**src/rtl/mq_fifo_pkg.sv**
```systemverilog
// mq_fifo_pkg: shared types and constants for the multi-queue FIFO push path.
package mq_fifo_pkg;
    localparam int MQ_Q = 4;
    localparam logic [1:0] SKID_DEPTH = 2'd2;
    typedef logic [$clog2(MQ_Q)-1:0] qid_t;
endpackage

```
**src/rtl/mq_push_skid.sv**
```systemverilog
// mq_push_skid: 2-entry skid buffer with a registered ready, one per producer.
module mq_push_skid
    import mq_fifo_pkg::*;
#(
    parameter int QW = 2,
    parameter int W  = 32
) (
    input  logic          clk,
    input  logic          rstn,
    input  logic          valid,
    output logic          ready,
    input  logic [QW-1:0] q,
    input  logic [W-1:0]  data,
    input  logic          pop,
    output logic          head_vld,
    output logic [QW-1:0] head_q,
    output logic [W-1:0]  head_d
);
    typedef struct packed {
        logic [QW-1:0] q;
        logic [W-1:0]  d;
    } entry_t;
    logic [1:0] cnt_r;
    entry_t     e0_r, e1_r, in_e;
    logic       acc;
    assign in_e     = '{q: q, d: data};
    assign ready    = cnt_r != SKID_DEPTH;
    assign acc      = valid && ready;
    assign head_vld = cnt_r != 2'd0;
    assign head_q   = e0_r.q;
    assign head_d   = e0_r.d;
    // e0 is always the head; e1 only holds a word while the buffer is full
    always_ff @(posedge clk or negedge rstn) begin
        if (!rstn) begin
            cnt_r <= '0;
            e0_r  <= '0;
            e1_r  <= '0;
        end else begin
            cnt_r <= cnt_r + {1'b0, acc} - {1'b0, pop};
            if (pop) e0_r <= (cnt_r == SKID_DEPTH) ? e1_r : in_e;
            else if (acc && cnt_r == 2'd0) e0_r <= in_e;
            if (acc && !pop && cnt_r == 2'd1) e1_r <= in_e;
        end
    end
endmodule

```
**src/rtl/mq_push_arb.sv**
```systemverilog
// mq_push_arb: round-robin push arbiter feeding the shared multi-queue FIFO.
// Heads aimed at a full queue are skipped rather than stalled on.
module mq_push_arb
    import mq_fifo_pkg::*;
#(
    parameter int P = 4,
    parameter int Q = 4,
    parameter int W = 32
) (
    input  logic                         clk,
    input  logic                         rstn,
    input  logic [P-1:0]                 in_valid,
    output logic [P-1:0]                 in_ready,
    input  logic [P-1:0][$clog2(Q)-1:0]  in_q,
    input  logic [P-1:0][W-1:0]          in_data,
    input  logic [Q-1:0]                 queue_full,
    output logic                         push,
    output logic [$clog2(Q)-1:0]         pushq,
    output logic [W-1:0]                 pushDat,
    output logic                         err_badq
);
    localparam int QW = $clog2(Q);
    localparam int PW = $clog2(P);
    logic [P-1:0]          head_vld, bad, elig, pop;
    logic [P-1:0][QW-1:0]  head_q;
    logic [P-1:0][W-1:0]   head_d;
    logic [2**QW-1:0]      full_x;
    logic [PW-1:0]         rr_r, win;
    // unused queue ids read as full so they can never be granted
    always_comb begin
        full_x = '1;
        full_x[Q-1:0] = queue_full;
    end
    for (genvar p = 0; p < P; p++) begin : g_prod
        mq_push_skid #(.QW(QW), .W(W)) u_skid (
            .clk      (clk),
            .rstn     (rstn),
            .valid    (in_valid[p]),
            .ready    (in_ready[p]),
            .q        (in_q[p]),
            .data     (in_data[p]),
            .pop      (pop[p]),
            .head_vld (head_vld[p]),
            .head_q   (head_q[p]),
            .head_d   (head_d[p])
        );
        assign bad[p]  = head_vld[p] && int'(head_q[p]) >= Q;
        assign elig[p] = head_vld[p] && !bad[p] && !full_x[head_q[p]];
        assign pop[p]  = bad[p] || (push && win == PW'(p));
    end
    always_comb begin
        push = 1'b0;
        win  = '0;
        for (int i = 0; i < P; i++) begin
            if (!push && elig[(int'(rr_r) + i) % P]) begin
                push = 1'b1;
                win  = PW'((int'(rr_r) + i) % P);
            end
        end
        pushq   = push ? head_q[win] : '0;
        pushDat = push ? head_d[win] : '0;
    end
    assign err_badq = |bad;
    always_ff @(posedge clk or negedge rstn) begin
        if (!rstn) rr_r <= '0;
        else if (push) rr_r <= (int'(win) == P - 1) ? '0 : win + 1'b1;
    end
endmodule

```
**config.mk**
```make
export PLATFORM = sky130hd
export DESIGN_NAME = mq_push_arb
export DESIGN_NICKNAME = d
export VERILOG_FILES = /design/src/rtl/mq_fifo_pkg.sv /design/src/rtl/mq_push_skid.sv /design/src/rtl/mq_push_arb.sv
export SDC_FILE = /design/constraint.sdc
export NUM_CORES = 1
export LEC_CHECK = 0
export ABC_AREA = 1
export BUFFER_PORTS_ARGS = -buffer_cell sky130_fd_sc_hd__buf_2
export CORE_MARGIN = 4
export CORE_UTILIZATION = 55
export CTS_CLUSTER_DIAMETER = 30
export DETAILED_ROUTE_END_ITERATION = 10
export PLACE_DENSITY = 0.76
export SLEW_MARGIN = 20
export SYNTH_ARGS = -nofsm -noshare
export SYNTH_HDL_FRONTEND = slang
export SYNTH_HIERARCHICAL = 1
export SYNTH_SLANG_ARGS = --single-unit
```
**constraint.sdc**
```tcl
create_clock -name clk -period 4.42 [get_ports clk]
set_clock_uncertainty 0.15 [all_clocks]
set_input_delay 0.221 -clock clk [delete_from_list [all_inputs] [get_ports clk]]
set_output_delay 0.221 -clock clk [all_outputs]
set_load 0.03 [all_outputs]
```
== After elaboration in Yosys (flattened, before gate mapping) ==
Cells that the tools add are included.
Storage, ports and cells
  bits in registers: 282
  bits of input ports: 146
  output and inout port bits: 40
Operators by class
  $add $sub $neg: 12
  order comparisons: 9
  equality and inequality tests: 16
  multiplexer cells: 46
  bitwise operators: 3
  reduce and logical (&&, ||, !) cells: 54
Operators with widths (count)
  two-way mux 34 bit: 12
  binary-select mux 32 bit (select 2 bit): 1
  two-way mux 32 bit: 2
  logical AND 1 bit: 27
  less-than comparator 2 x 3 -> 1 bit, second input constant: 6
  binary-select mux 1 bit (select 2 bit): 8
  nonzero test 2 bit: 8
  two-way mux 1 bit: 15
  two-way mux 2 bit: 7
  equality test 2 x 1 -> 1 bit, second input constant: 6
  equality test 2 bit, second input constant: 6
  less-than comparator 3 x 4 -> 1 bit, second input constant: 3
  zero test 1 bit: 11
  zero test 2 bit: 5
  adder 2 x 1 -> 2 bit: 4
  != test 2 bit, second input constant: 4
  subtractor 2 x 1 -> 2 bit: 4
  OR reduction 2 bit: 3
  adder 2 x 1 -> 2 bit, second input constant: 2
  adder 2 bit, second input constant: 2
  binary-select mux 2 bit (select 2 bit): 1
  AND 1 bit, first input constant: 3

== Depth between registers and ports, before layout ==
  depth in word-level cells: 21
  gate-level depth with buffers: 27

== By module ==
Netlist, hierarchy kept.
By module, submodules not included
  mq_push_skid (g_prod[1].u_skid ...): instances 3, cells each 421, area an instance 3350.7 um^2, seq. area each 1751.7 um^2
  mq_push_skid (g_prod[0].u_skid): instances 1, cells each 421, area an instance 3408.3 um^2, seq. area each 1751.7 um^2
  mq_push_arb: instances 1, cells each 476, area an instance 2220.9 um^2, seq. area each 50.0 um^2

== Least setup slack after synthesis ==
No wires, ideal clock.
  path kind: register -> register
  from: register g_prod[1].u_skid.cnt_r[0]
  to: register g_prod[1].u_skid.cnt_r[1]
  setup time: 0.129 ns
  data arrival time: 3.152 ns
  data required time: 4.141 ns
  setup slack: 0.990 ns
  cell stages (with the launch flop): 23
  buffers on the path: 4
  period minus slack after synthesis: 3.430 ns
  path through: dfrtp_1 -> nor2_2 -> inv_1 -> nand3_2 -> nand2_2 -> o21ai_2 -> nand2_1 -> nand2_4 -> nand3_4 -> buf_6 -> buf_6 -> inv_1 -> ha_1 -> inv_1 -> nor2_1 -> buf_2 -> inv_2 -> buf_2 -> ha_1 -> inv_1 -> ha_1 -> xnor2_1 -> xor2_1
Between the ends
  word-level cells in the longest chain between the ends: 17
RTL lines
  from (decl): RTL line mq_push_skid.sv:23  | logic [1:0] cnt_r;
  from (signal assigned): RTL line mq_push_skid.sv:39  | cnt_r <= cnt_r + {1'b0, acc} - {1'b0, pop};
  nonzero test 2 bit (*): RTL line mq_push_skid.sv:29  | assign head_vld = cnt_r != 2'd0;
  named net head_vld[1]: RTL line mq_push_arb.sv:24  | logic [P-1:0] head_vld, bad, elig, pop;
  logical AND 1 bit (*): RTL line mq_push_arb.sv:48  | assign elig[p] = head_vld[p] && !bad[p] && !full_x[head_q[p]];
  binary-select mux 1 bit (select 2 bit): RTL line mq_push_arb.sv:55  | if (!push && elig[(int'(rr_r) + i) % P]) begin
  two-way mux 1 bit (implied by the code): RTL line mq_push_arb.sv:55
  two-way mux 1 bit: RTL line mq_push_arb.sv:55
  zero test 1 bit: RTL line mq_push_arb.sv:55
  logical AND 1 bit: RTL line mq_push_arb.sv:55
  [... 3 more ...]
  two-way mux 1 bit: RTL line mq_push_arb.sv:55
  zero test 1 bit: RTL line mq_push_arb.sv:55
  logical AND 1 bit: RTL line mq_push_arb.sv:55
  two-way mux 2 bit: RTL line mq_push_arb.sv:55
  equality test 2 x 1 -> 1 bit: RTL line mq_push_arb.sv:49  | assign pop[p] = bad[p] || (push && win == PW'(p));
  logical AND 1 bit (*): RTL line mq_push_arb.sv:49
  named net pop[1]: RTL line mq_push_arb.sv:24
  subtractor 2 x 1 -> 2 bit (*): RTL line mq_push_skid.sv:39
The timed path passes the listed nets; every way through them passes the cells marked *. The select of a mux whose other input is x is not followed.
A chain may end at the register's enable or synchronous reset.

== Worst setup path in the final report ==
  from: register g_prod[3].u_skid.cnt_r[0]
  to: register g_prod[0].u_skid/e1_r[10] in the netlist's numbering
Between the ends
  word-level cells in the longest chain between the ends: 19
RTL lines
  from (decl): RTL line mq_push_skid.sv:23
  from (signal assigned): RTL line mq_push_skid.sv:39
  nonzero test 2 bit (*): RTL line mq_push_skid.sv:29
  named net head_vld[3]: RTL line mq_push_arb.sv:24
  logical AND 1 bit (*): RTL line mq_push_arb.sv:48
  binary-select mux 1 bit (select 2 bit): RTL line mq_push_arb.sv:55
  two-way mux 1 bit (implied by the code): RTL line mq_push_arb.sv:55
  two-way mux 1 bit: RTL line mq_push_arb.sv:55
  zero test 1 bit: RTL line mq_push_arb.sv:55
  logical AND 1 bit: RTL line mq_push_arb.sv:55
  [... 4 more ...]
  zero test 1 bit: RTL line mq_push_arb.sv:55
  logical AND 1 bit: RTL line mq_push_arb.sv:55
  two-way mux 2 bit: RTL line mq_push_arb.sv:55
  zero test 2 bit: RTL line mq_push_arb.sv:49
  logical AND 1 bit (*): RTL line mq_push_arb.sv:49
  named net pop[0]: RTL line mq_push_arb.sv:24
  zero test 1 bit (*): RTL line mq_push_skid.sv:42  | if (acc && !pop && cnt_r == 2'd1) e1_r <= in_e;
  logical AND 1 bit (*) (2 in a row): RTL line mq_push_skid.sv:42
  to (signal assigned): RTL line mq_push_skid.sv:42
  to (decl): RTL line mq_push_skid.sv:24  | entry_t e0_r, e1_r, in_e;
Marks and branches as above.

==> metrics <==
HPWL after DPL 29400 um; Worst setup EP type flop; mapped cell area 15700 um^2; Synthesized Nets 2322; crit-path cells nor2_2 -> inv_1 -> nand3_1 -> nand3_1 -> nand2_2 -> nand2_2 -> nand2_1 -> nand2_4 -> nand3_4 -> buf_4 -> ha_1 -> inv_1 -> nor2_2 -> inv_2 -> ha_1 -> nand3_2 -> buf_4 -> o21ai_0; Post-DRT Antenna Nets 0; crit start category flop; RSZ-0062 raised after global routing no; max incr delay on CP 0.49 ns; # DRC 0; Die H 177 um; n_diodes 0; TritonCTS Buffers 66; Post-synth EDFFs 0; Final Hold Fails 0; routing usage on met1 43.0%; drt pass-1 iters 8; share of layout cells above drive strength 1 15.0%; Worst Setup Path Type flop to flop; Syn Area/Cell 7.26 um^2; Total GRT Usage 30.8%; synth-to-layout area growth 29.1%; WL final 48300 um; Top FF cell, synth dfrtp_1; Rows 61; Synth cell types 29; DR WL/cell 16.9 um; vias in the first global route 14.9k; Filler cells 2110; slew margin rel. 33.4%; routed vias/inst 5.39; Post-CTS Setup Bufs 0; initial antenna violation count 0; Die Wd 177 um; min-delay worst type primary input to flop; Worst-Skew Late Latency 0.56 ns; Clock Sinks 282; Max stage delay cell, worst path buf_4; WP data required 4.66 ns; total gr overflow 0; R2R depth 18; Synth Instances 2160; Worst Path Arrival 4.17 ns; io pins 186; setup_tns 0 ns; I/O Buffers 184; core area 27900 um^2; Slew @ Worst Pin 0.999 ns; grt met3 use 6.34%; top cells by count, synth 552 x nand2_1, 463 x nand3_1, 370 x inv_1, 282 x dfrtp_1, 124 x o21ai_0; Synth top area share 45.0%; status finished clean; DR iter-0 viols 2115; Synth Warn # 6; Synth area leader dfrtp_1; pins over their slew limit 0; Nets 2594; CTS tree done; worst-case clock buffer depth 3; Final period util 89.0%; starting density of the core 56.1%; Routability Congestion 1.05; largest net degree at the start of global routing 124; H-Tree Depth 3; Setup-failing EPs final 0; first-pass GRT wire length 77600 um; post-synthesis register bit count 282; Clk Tree Root Cell clkbuf_16; asr flop ratio synth 100%; synth top area cells dfrtp_1 45%, nand3_1 15%, nand2_1 13%, inv_1 8.9%, o21ai_0 4.0%; busiest layer in global routing met2; fmax 254 MHz; Crit Path Max Fanout 68; Clock transition at path regs 0.05 ns; hold path cells 5; count leader, synth nand2_1; sequential fraction of the synthesis area 45.0%; max-capacitance violation count 0; routed vias 15.4k; DIE AREA 31300 um^2; minimum clock period 3.93 ns; GR Util met2 46.1%
cell families (layout without fill, tap and decap cells):
family	Yosys count	count (layout)	share of synthesized area, %
buffers and inverters	522	846	14.4
adder cells (fa/ha/maj)	16	16	1.28
XOR/XNOR	8	8	0.447
AO/OA/AOI/OAI	173	173	5.64
other	1	1	0.0239
AND/OR/NAND/NOR	1158	1158	33.2
flip-flops	282	282	45.0
state kept, by name, indices dropped and copies added, names as in the netlist:
register / flops
g_prod.u_skid/e1_r: 136
g_prod.u_skid/cnt_r: 8
g_prod.u_skid/head_d: 128
rr_r: 2
g_prod.u_skid/head_q: 8
worst paths after layout:
path,start,to,slack [ns]
max reg2reg,g_prod[3].u_skid/cnt_r[0]$_DFF_PN0_,g_prod[0].u_skid/e1_r[10]$_DFFE_PN0P_,0.49
min in group asynchronous,rstn,g_prod[1].u_skid/e1_r[22]$_DFFE_PN0P_,0.21
max in group asynchronous,rstn,g_prod[3].u_skid/e1_r[30]$_DFFE_PN0P_,2.80
max,g_prod[3].u_skid/cnt_r[0]$_DFF_PN0_,g_prod[0].u_skid/e1_r[10]$_DFFE_PN0P_,0.49
min,in_valid[3],g_prod[3].u_skid/cnt_r[1]$_DFF_PN0_,0.15
min reg2reg,g_prod[0].u_skid/e1_r[16]$_DFFE_PN0P_,g_prod[0].u_skid/e1_r[16]$_DFFE_PN0P_,0.33
what timing repair did:
| action | CTS | global route |
|---|---|---|
| endpoints found under the hold margin | 393 | 0 |
| endpoints found under the setup margin | 0 | 24 |
| hold buffers | 137 | 0 |
| gates resized for setup | 0 | 2 |
layout make-up:
cell class / count / area (um^2) / area share (%)
Inverter: 385 / 1450 / 7.15
Clock inverter: 35 / 538 / 2.66
Sequential cell: 282 / 7060 / 34.9
Timing Repair Buffer: 341 / 2510 / 12.4
Tap cell: 378 / 473 / 2.34
Clock buffer: 85 / 1820 / 9.01
Multi-Input combinational cell: 1356 / 6390 / 31.6
stage by stage:
stage                     cells  hold slack (ns)  util, %  setup slack, ns  cell area (um^2)
after CTS                  2862            0.135     72.4            0.354             20200
after floorplan            2160           -0.225        -            0.990             15700
final                      2862            0.152     72.5            0.487             20200
after detailed placement   2605            0.244     59.0            0.445             16500
after global routing       2862            0.183     72.5           0.0790             20200
after global placement     2605            0.251     59.0            0.507             16500
worst max-delay path: cells and delay by family, from the launching register on:
family / cells / cell delay (ns)
AOI/OAI and AO/OA: 1 / 0.19
adders and majority gates: 2 / 0.47
buffers and inverters: 5 / 1.14
DFF: 1 / 0.46
and+or+nand+nor: 10 / 1.33
placed cells by master, fill, tap and decap left out, drive strengths merged, types with 3 or more instances in the layout:
master and count:
buf 204, nor2 80, nand4 37, ha 16
clkbuf 85, xor2 3, clkinv 16, nand2 565
bufinv 12, dlygate4sd3 137, inv 391, xnor2 5
dfrtp 282, o21ai 172, nand3 475
layer usage:
layer  wire length (um)  up-vias
li1                   -     7332
met1              20300     7188
met2              21300      785
met3               4500      111
met4               2200        0
met5                  0        -
Power is left out: the tool's default activity adds up to more than one toggle a clock period on the data nets, which glitch-free logic cannot reach.
